===== config.mk =====
export PLATFORM = sky130hd
export DESIGN_NAME = dot_vertical_ctrl
export DESIGN_NICKNAME = d
export VERILOG_FILES = /design/src/rtl/dot_vertical_ctrl.sv
export SDC_FILE = /design/constraint.sdc
export NUM_CORES = 1
export LEC_CHECK = 0
export CORE_MARGIN = 1
export CORE_UTILIZATION = 44
export DETAILED_ROUTE_END_ITERATION = 12
export DONT_BUFFER_PORTS = 1
export SLEW_MARGIN = 0
export SYNTH_ARGS = -nofsm -noshare
export SYNTH_HDL_FRONTEND = slang
export SYNTH_SLANG_ARGS = --single-unit
export TNS_END_PERCENT = 5

===== constraint.sdc =====
create_clock -name clk50_i -period 2.69 [get_ports clk50_i]
set_input_delay 0.269 -clock clk50_i [delete_from_list [all_inputs] [get_ports clk50_i]]
set_output_delay 0.269 -clock clk50_i [all_outputs]
set_load 0.02 [all_outputs]

===== src/rtl/dot_vertical_ctrl.sv =====
// -----------------------------------------------------------------------------
// dot_vertical_ctrl
//   Vertical motion controller for the flappy dot. It takes the 'up' level from
//   flying_timer and moves the dot one discrete step per motion tick. While 'up'
//   is high the dot rises at a fixed rate. Otherwise it falls under gravity, with
//   a fall speed that grows by one row per step up to MAX_FALL. Reaching the
//   floor row ends the game.
//
// Ports
//   clk50_i       system clock (50 MHz)
//   reset_i       synchronous, active-high reset
//   up_i          1 = dot rises on the next step (sampled only on the step edge)
//   start_i       level; starts a game from IDLE, acknowledges game over in DEAD
//   y_pos_o       current dot row (row 0 = top of screen)
//   y_prev_o      dot row before the most recent step, used by the eraser
//   step_pulse_o  one-cycle strobe; y_pos_o/y_prev_o change in that same cycle
//   at_ceiling_o  y_pos_o == 0
//   game_over_o   high while the game is over (DEAD)
// -----------------------------------------------------------------------------
module dot_vertical_ctrl #(
  parameter int unsigned STEP_CYCLES = 2500000,
  parameter int unsigned CNT_W       = 22,
  parameter int unsigned Y_MAX       = 119,
  parameter int unsigned Y_START     = 60,
  parameter int unsigned RISE_STEP   = 1,
  parameter int unsigned MAX_FALL    = 3
) (
  input  logic       clk50_i,
  input  logic       reset_i,
  input  logic       up_i,
  input  logic       start_i,
  output logic [6:0] y_pos_o,
  output logic [6:0] y_prev_o,
  output logic       step_pulse_o,
  output logic       at_ceiling_o,
  output logic       game_over_o
);

  typedef enum logic [1:0] {
    S_IDLE = 2'd0,
    S_PLAY = 2'd1,
    S_DEAD = 2'd2
  } state_e;

  localparam logic [CNT_W-1:0] CNT_LAST   = CNT_W'(STEP_CYCLES - 1);
  localparam logic [7:0]       Y_MAX_W    = 8'(Y_MAX);
  localparam logic [6:0]       Y_MAX_7    = 7'(Y_MAX);
  localparam logic [6:0]       Y_START_7  = 7'(Y_START);
  localparam logic [7:0]       RISE_W     = 8'(RISE_STEP);
  localparam logic [6:0]       RISE_7     = 7'(RISE_STEP);
  localparam logic [3:0]       MAX_FALL_V = 4'(MAX_FALL);

  state_e           state_q, state_d;
  logic [CNT_W-1:0] cnt_q, cnt_d;
  logic [6:0]       y_pos_q, y_pos_d;
  logic [6:0]       y_prev_q, y_prev_d;
  logic [3:0]       vel_q, vel_d;
  logic             pulse_q, pulse_d;

  // ---------------------------------------------------------------------------
  // Step arithmetic. Everything saturates to 0..Y_MAX; y never wraps.
  // ---------------------------------------------------------------------------
  logic       step_edge;
  logic [3:0] vel_inc, vel_next;
  logic [7:0] fall_sum;
  logic [6:0] fall_y, rise_y;
  logic       hits_floor;

  // The step fires on the same edge the tick counter wraps, so the first step
  // lands STEP_CYCLES cycles after entering PLAY.
  assign step_edge = (state_q == S_PLAY) && (cnt_q == CNT_LAST);

  // Gravity: speed grows by one row per falling step, capped at MAX_FALL.
  assign vel_inc  = vel_q + 4'd1;
  assign vel_next = (vel_inc > MAX_FALL_V) ? MAX_FALL_V : vel_inc;

  // The sum is formed in 8 bits so a position near 127 cannot wrap before
  // the floor clamp is applied.
  assign fall_sum   = {1'b0, y_pos_q} + {4'b0000, vel_next};
  assign fall_y     = (fall_sum >= Y_MAX_W) ? Y_MAX_7 : fall_sum[6:0];
  assign hits_floor = (fall_sum >= Y_MAX_W);

  // Rising into the ceiling clamps at row 0 and is harmless.
  assign rise_y = ({1'b0, y_pos_q} >= RISE_W) ? (y_pos_q - RISE_7) : 7'd0;

  // ---------------------------------------------------------------------------
  // FSM: state register
  // ---------------------------------------------------------------------------
  always_ff @(posedge clk50_i) begin
    if (reset_i) state_q <= S_IDLE;
    else         state_q <= state_d;
  end

  // ---------------------------------------------------------------------------
  // FSM: next state
  // ---------------------------------------------------------------------------
  always_comb begin
    state_d = state_q;
    case (state_q)
      S_IDLE: if (start_i) state_d = S_PLAY;
      // Only a falling step can reach the floor; a rising step never does.
      S_PLAY: if (step_edge && !up_i && hits_floor) state_d = S_DEAD;
      // Holding start high auto-restarts: DEAD -> IDLE -> PLAY.
      S_DEAD: if (start_i) state_d = S_IDLE;
      default: state_d = S_IDLE;
    endcase
  end

  // ---------------------------------------------------------------------------
  // FSM: outputs and datapath next values
  // ---------------------------------------------------------------------------
  always_comb begin
    cnt_d    = cnt_q;
    y_pos_d  = y_pos_q;
    y_prev_d = y_prev_q;
    vel_d    = vel_q;
    pulse_d  = 1'b0;
    case (state_q)
      S_IDLE: begin
        cnt_d    = '0;
        y_pos_d  = Y_START_7;
        y_prev_d = Y_START_7;
        vel_d    = 4'd0;
      end
      S_PLAY: begin
        if (step_edge) begin
          cnt_d    = '0;
          pulse_d  = 1'b1;
          y_prev_d = y_pos_q;
          if (up_i) begin
            vel_d   = 4'd0;
            y_pos_d = rise_y;
          end else begin
            vel_d   = vel_next;
            y_pos_d = fall_y;
          end
        end else begin
          cnt_d = cnt_q + 1'b1;
        end
      end
      S_DEAD: begin
        cnt_d = '0;
        // Position stays frozen for display until the player acknowledges.
        if (start_i) begin
          y_pos_d  = Y_START_7;
          y_prev_d = Y_START_7;
          vel_d    = 4'd0;
        end
      end
      default: begin
        cnt_d    = '0;
        y_pos_d  = Y_START_7;
        y_prev_d = Y_START_7;
        vel_d    = 4'd0;
      end
    endcase
  end

  always_comb begin
    game_over_o = (state_q == S_DEAD);
  end

  // ---------------------------------------------------------------------------
  // Datapath registers. Reset wins over a coincident step edge.
  // ---------------------------------------------------------------------------
  always_ff @(posedge clk50_i) begin
    if (reset_i) begin
      cnt_q    <= '0;
      y_pos_q  <= Y_START_7;
      y_prev_q <= Y_START_7;
      vel_q    <= 4'd0;
      pulse_q  <= 1'b0;
    end else begin
      cnt_q    <= cnt_d;
      y_pos_q  <= y_pos_d;
      y_prev_q <= y_prev_d;
      vel_q    <= vel_d;
      pulse_q  <= pulse_d;
    end
  end

  assign y_pos_o      = y_pos_q;
  assign y_prev_o     = y_prev_q;
  assign step_pulse_o = pulse_q;
  assign at_ceiling_o = (y_pos_q == 7'd0);

endmodule


==> impl_results.md <==
* Die X-Extent at 75.5 um
* Critical Path RT at 2.87 ns
* Worst hold slack at about 0.025 ns
* Slew @ Worst Pin at roughly 0.57 ns
* Final Max Slew Viols at 0
* Final worst setup slack at -0.260 ns
* Drt via density at roughly 5.6
* Xor/xnor share of the synthesized area at a little over 8%
* Share of layout cells above drive strength 1 at approximately 17%
* Synth Area in Compound Gates at 15.8%
* Post-synth ARST share at 0%
* Achievable Freq at 339 MHz
* CP peak stage delay at 0.43 ns
* RSZ-0062 raised after global routing: true
* Number of buffers created by CTS at 5
* Synthesized flop and latch total at 43
* Status: finished, violations left
* WP data arrival at around 3.1 ns
* Type of origin of the critical path: flop
* Area delta synth->final at 15.7%
* Fin. Hold Viols at 0
* Post-Place Cells at between 300 and 400
* Initial antenna violation count at 0
* DRC Markers at 0
* Critical path origin: vel_q[0]
* Top_reg_cell synth: dfxtp_1
* Post-synthesis sequential area ratio at 36.2%
* Routed wire per std cell at 15.3 um
* First-pass GRT wire length at roughly 9000 um
* CP Cell Sequence: ha_2 -> or3_4 -> o21ai_2 -> nand2_1 -> ha_2 -> inv_2 -> fa_2 -> and3b_1 -> or2_4 -> a2111o_1 -> a2bb2oi_4 -> and4b_1 -> nor4_1
* Ratio of final minimum period to clock period at 110%
* HP Start: reset_i
* Largest net degree at the start of global routing at 22
* Final core utilization at 53.5%
* Slew headroom at just over 60%
* Adder-cell share of the synthesized area at ~4.5%
* Input/output buffers at 0
* Final-report setup violation count at 8
* # hold bufs at CTS at 0
* CTS Buffer Depth at 2
* GR Util All Layers at roughly a fifth
* CP max stage cell: a2111o_1
* Cell count after synthesis at 289
* Synth warn at 0
* Detailed Place HPWL at 4140 um
* Vias in the first global route at 1986
* Power Density at 403 nW/um^2
* Worst min-delay path class: in2reg
* Largest family of logic cells by synthesized area: simple AND/OR/NAND/NOR gates
* Post-Route WL at 5800 um
* Core ar. at 5140 sq um
* Leak at approximately 0.97 nW
* DR vias at ~2100
* CTS tree: built
* Setup WS pre-CTS at -0.283 ns
* Failing checks: setup timing
* Die Span Y at 75.5 um
* Final ANT Viol Nets at 0
* Max Fanout on Critical Path at 6
* Clock transition at path regs at 0.09 ns
* CP most frequent cell: ha_2
* Worst Setup EP: state_q[0]
* Worst Reg2Reg Path Length in Cells at 13
* R2r setup slk at -0.26 ns
* Min cycle time layout at around 2.9 ns
* Initial core utilization at 46.2%
* Htree depth at 2
* Critical R2R Capture: state_q[0]
* DP Area at 2580 sq um
* Most frequent cells in the layout: dfxtp_1 (42), nor2_1 (39), buf_4 (23)
* Post-synthesis cell area at 2370 sq um
* Fin cells at 379
* Mux contribution to synthesized area at 0%
* Core Rows at 26
* Number of synthesized flops with an enable pin at 0
* Total congestion overflow at 0
* Clock Skew at 0.00995 ns
* Setup_tns at -1.31 ns
* I/O pin cnt at 21
* Synth unique cells at 60
* Die area at around 5700 sq um
* Final Wtd Congestion at 0.912
* Final Power at 1.11 mW
* CTS Sinks at 43
* Cell area after layout at 2750 sq um
* IR drop worst, VDD at approximately 0.24 mV
* Clk Latency, worst-skew pair at 0.30 ns
* RR Startpoint: vel_q[0]
* Post-Syn Area per Cell at between 8 and 9 sq um
* Nets@finish at 320
* Synthesized Nets at 301
* Simple-Gate Fraction of Synth Area at 31.8%
* Crit path kind: reg2reg
* Diode count at 0
* Initial drt markers at 170
* Commonest non-fill, non-tap cell in the layout: dfxtp_1
* Drt pass-1 iters at 4
* CTS Root Cell: clkbuf_8
* CP Capture Type: flop
* # Max-Cap Violations at 0
[cell usage after synthesis (all sizes together), types with 8 or more instances]
| library cell | instances | share of area (%) |
|---|---|---|
| xnor2 | 8 | 3.0 |
| nor2 | 40 | 6.4 |
| o21ai | 12 | 2.5 |
| xor2 | 14 | 5.2 |
| clkbuf | 9 | 1.5 |
| nand3 | 16 | 3.4 |
| a21oi | 9 | 2.1 |
| nand2b | 12 | 3.2 |
| dfxtp | 43 | 36 |
| inv | 9 | 1.4 |
| nor3 | 13 | 3.2 |
| nand2 | 18 | 2.8 |
[report_power, final]
group | total (mW) | leakage, nW | internal [mW] | switching (mW)
combinational | 0.0576 | 0.586 | 0.0245 | 0.0331
sequential | 0.642 | 0.348 | 0.639 | 0.00288
clock | 0.409 | 0.0412 | 0.182 | 0.227
total | 1.11 | 0.974 | 0.845 | 0.263
[per-layer routing]
layer / vias to the layer above / global-route usage, % / wire length (um)
met2: 46 / 36.9 / 2920
met5: - / 0 / 0
li1: 1070 / - / -
met3: 7 / 4.10 / 228
met4: 0 / 8.02 / 65
met1: 1009 / 26.4 / 2580
[sequential cells by signal (all words and copies together), names as in the netlist]
register and count:
cnt_q 22, y_pos_o 7, y_prev_o 7, vel_q 4
state_q 2, step_pulse_o 1
[worst min path at each step]
stage,slack [ns],endpoint,cells past startpoint
final,0.03,vel_q[0],1
after global routing,0.01,vel_q[0],1
after CTS,0.02,vel_q[0],1
after detailed placement,0.34,vel_q[1],1
after global placement,0.34,vel_q[1],1
after floorplan,0.43,cnt_q[0],1
[repair_timing]
| item | 4_1_cts | 5_1_grt |
|---|---|---|
| endpoints found under the setup margin | 8 | 9 |
| pin swaps | 8 | 8 |
| gates resized for setup | 9 | 6 |
| hold endpoints to repair | 0 | 0 |
| setup buffers | 1 | 1 |
[area by class of cell]
cell class                 count  area (sq um)
fill                         522          2390
multi-input combinational    226          1510
sequential                    43           862
timing repair buffer          23           173
tap                           70          87.6
clock buffer                   6          72.6
inverter                       9          33.8
clock inverter                 2          12.5
[critical path, delay by kind of cell (launching register included)]
kind | cells | cell delay [ns]
fa+ha+maj | 3 | 0.58
simple gates | 6 | 1.13
compound gates | 3 | 0.71
flops | 1 | 0.33
buf+inv | 1 | 0.06
[cell families (layout without fill, tap and decap cells)]
family / after synthesis / count (layout)
adder cells (fa/ha/maj): 8 / 8
AND/OR/NAND/NOR: 141 / 141
other: 1 / 1
AO/OA/AOI/OAI: 54 / 54
buffers and inverters: 20 / 40
XOR/XNOR: 22 / 22
flip-flops: 43 / 43
(Power assumes the default switching activity.)
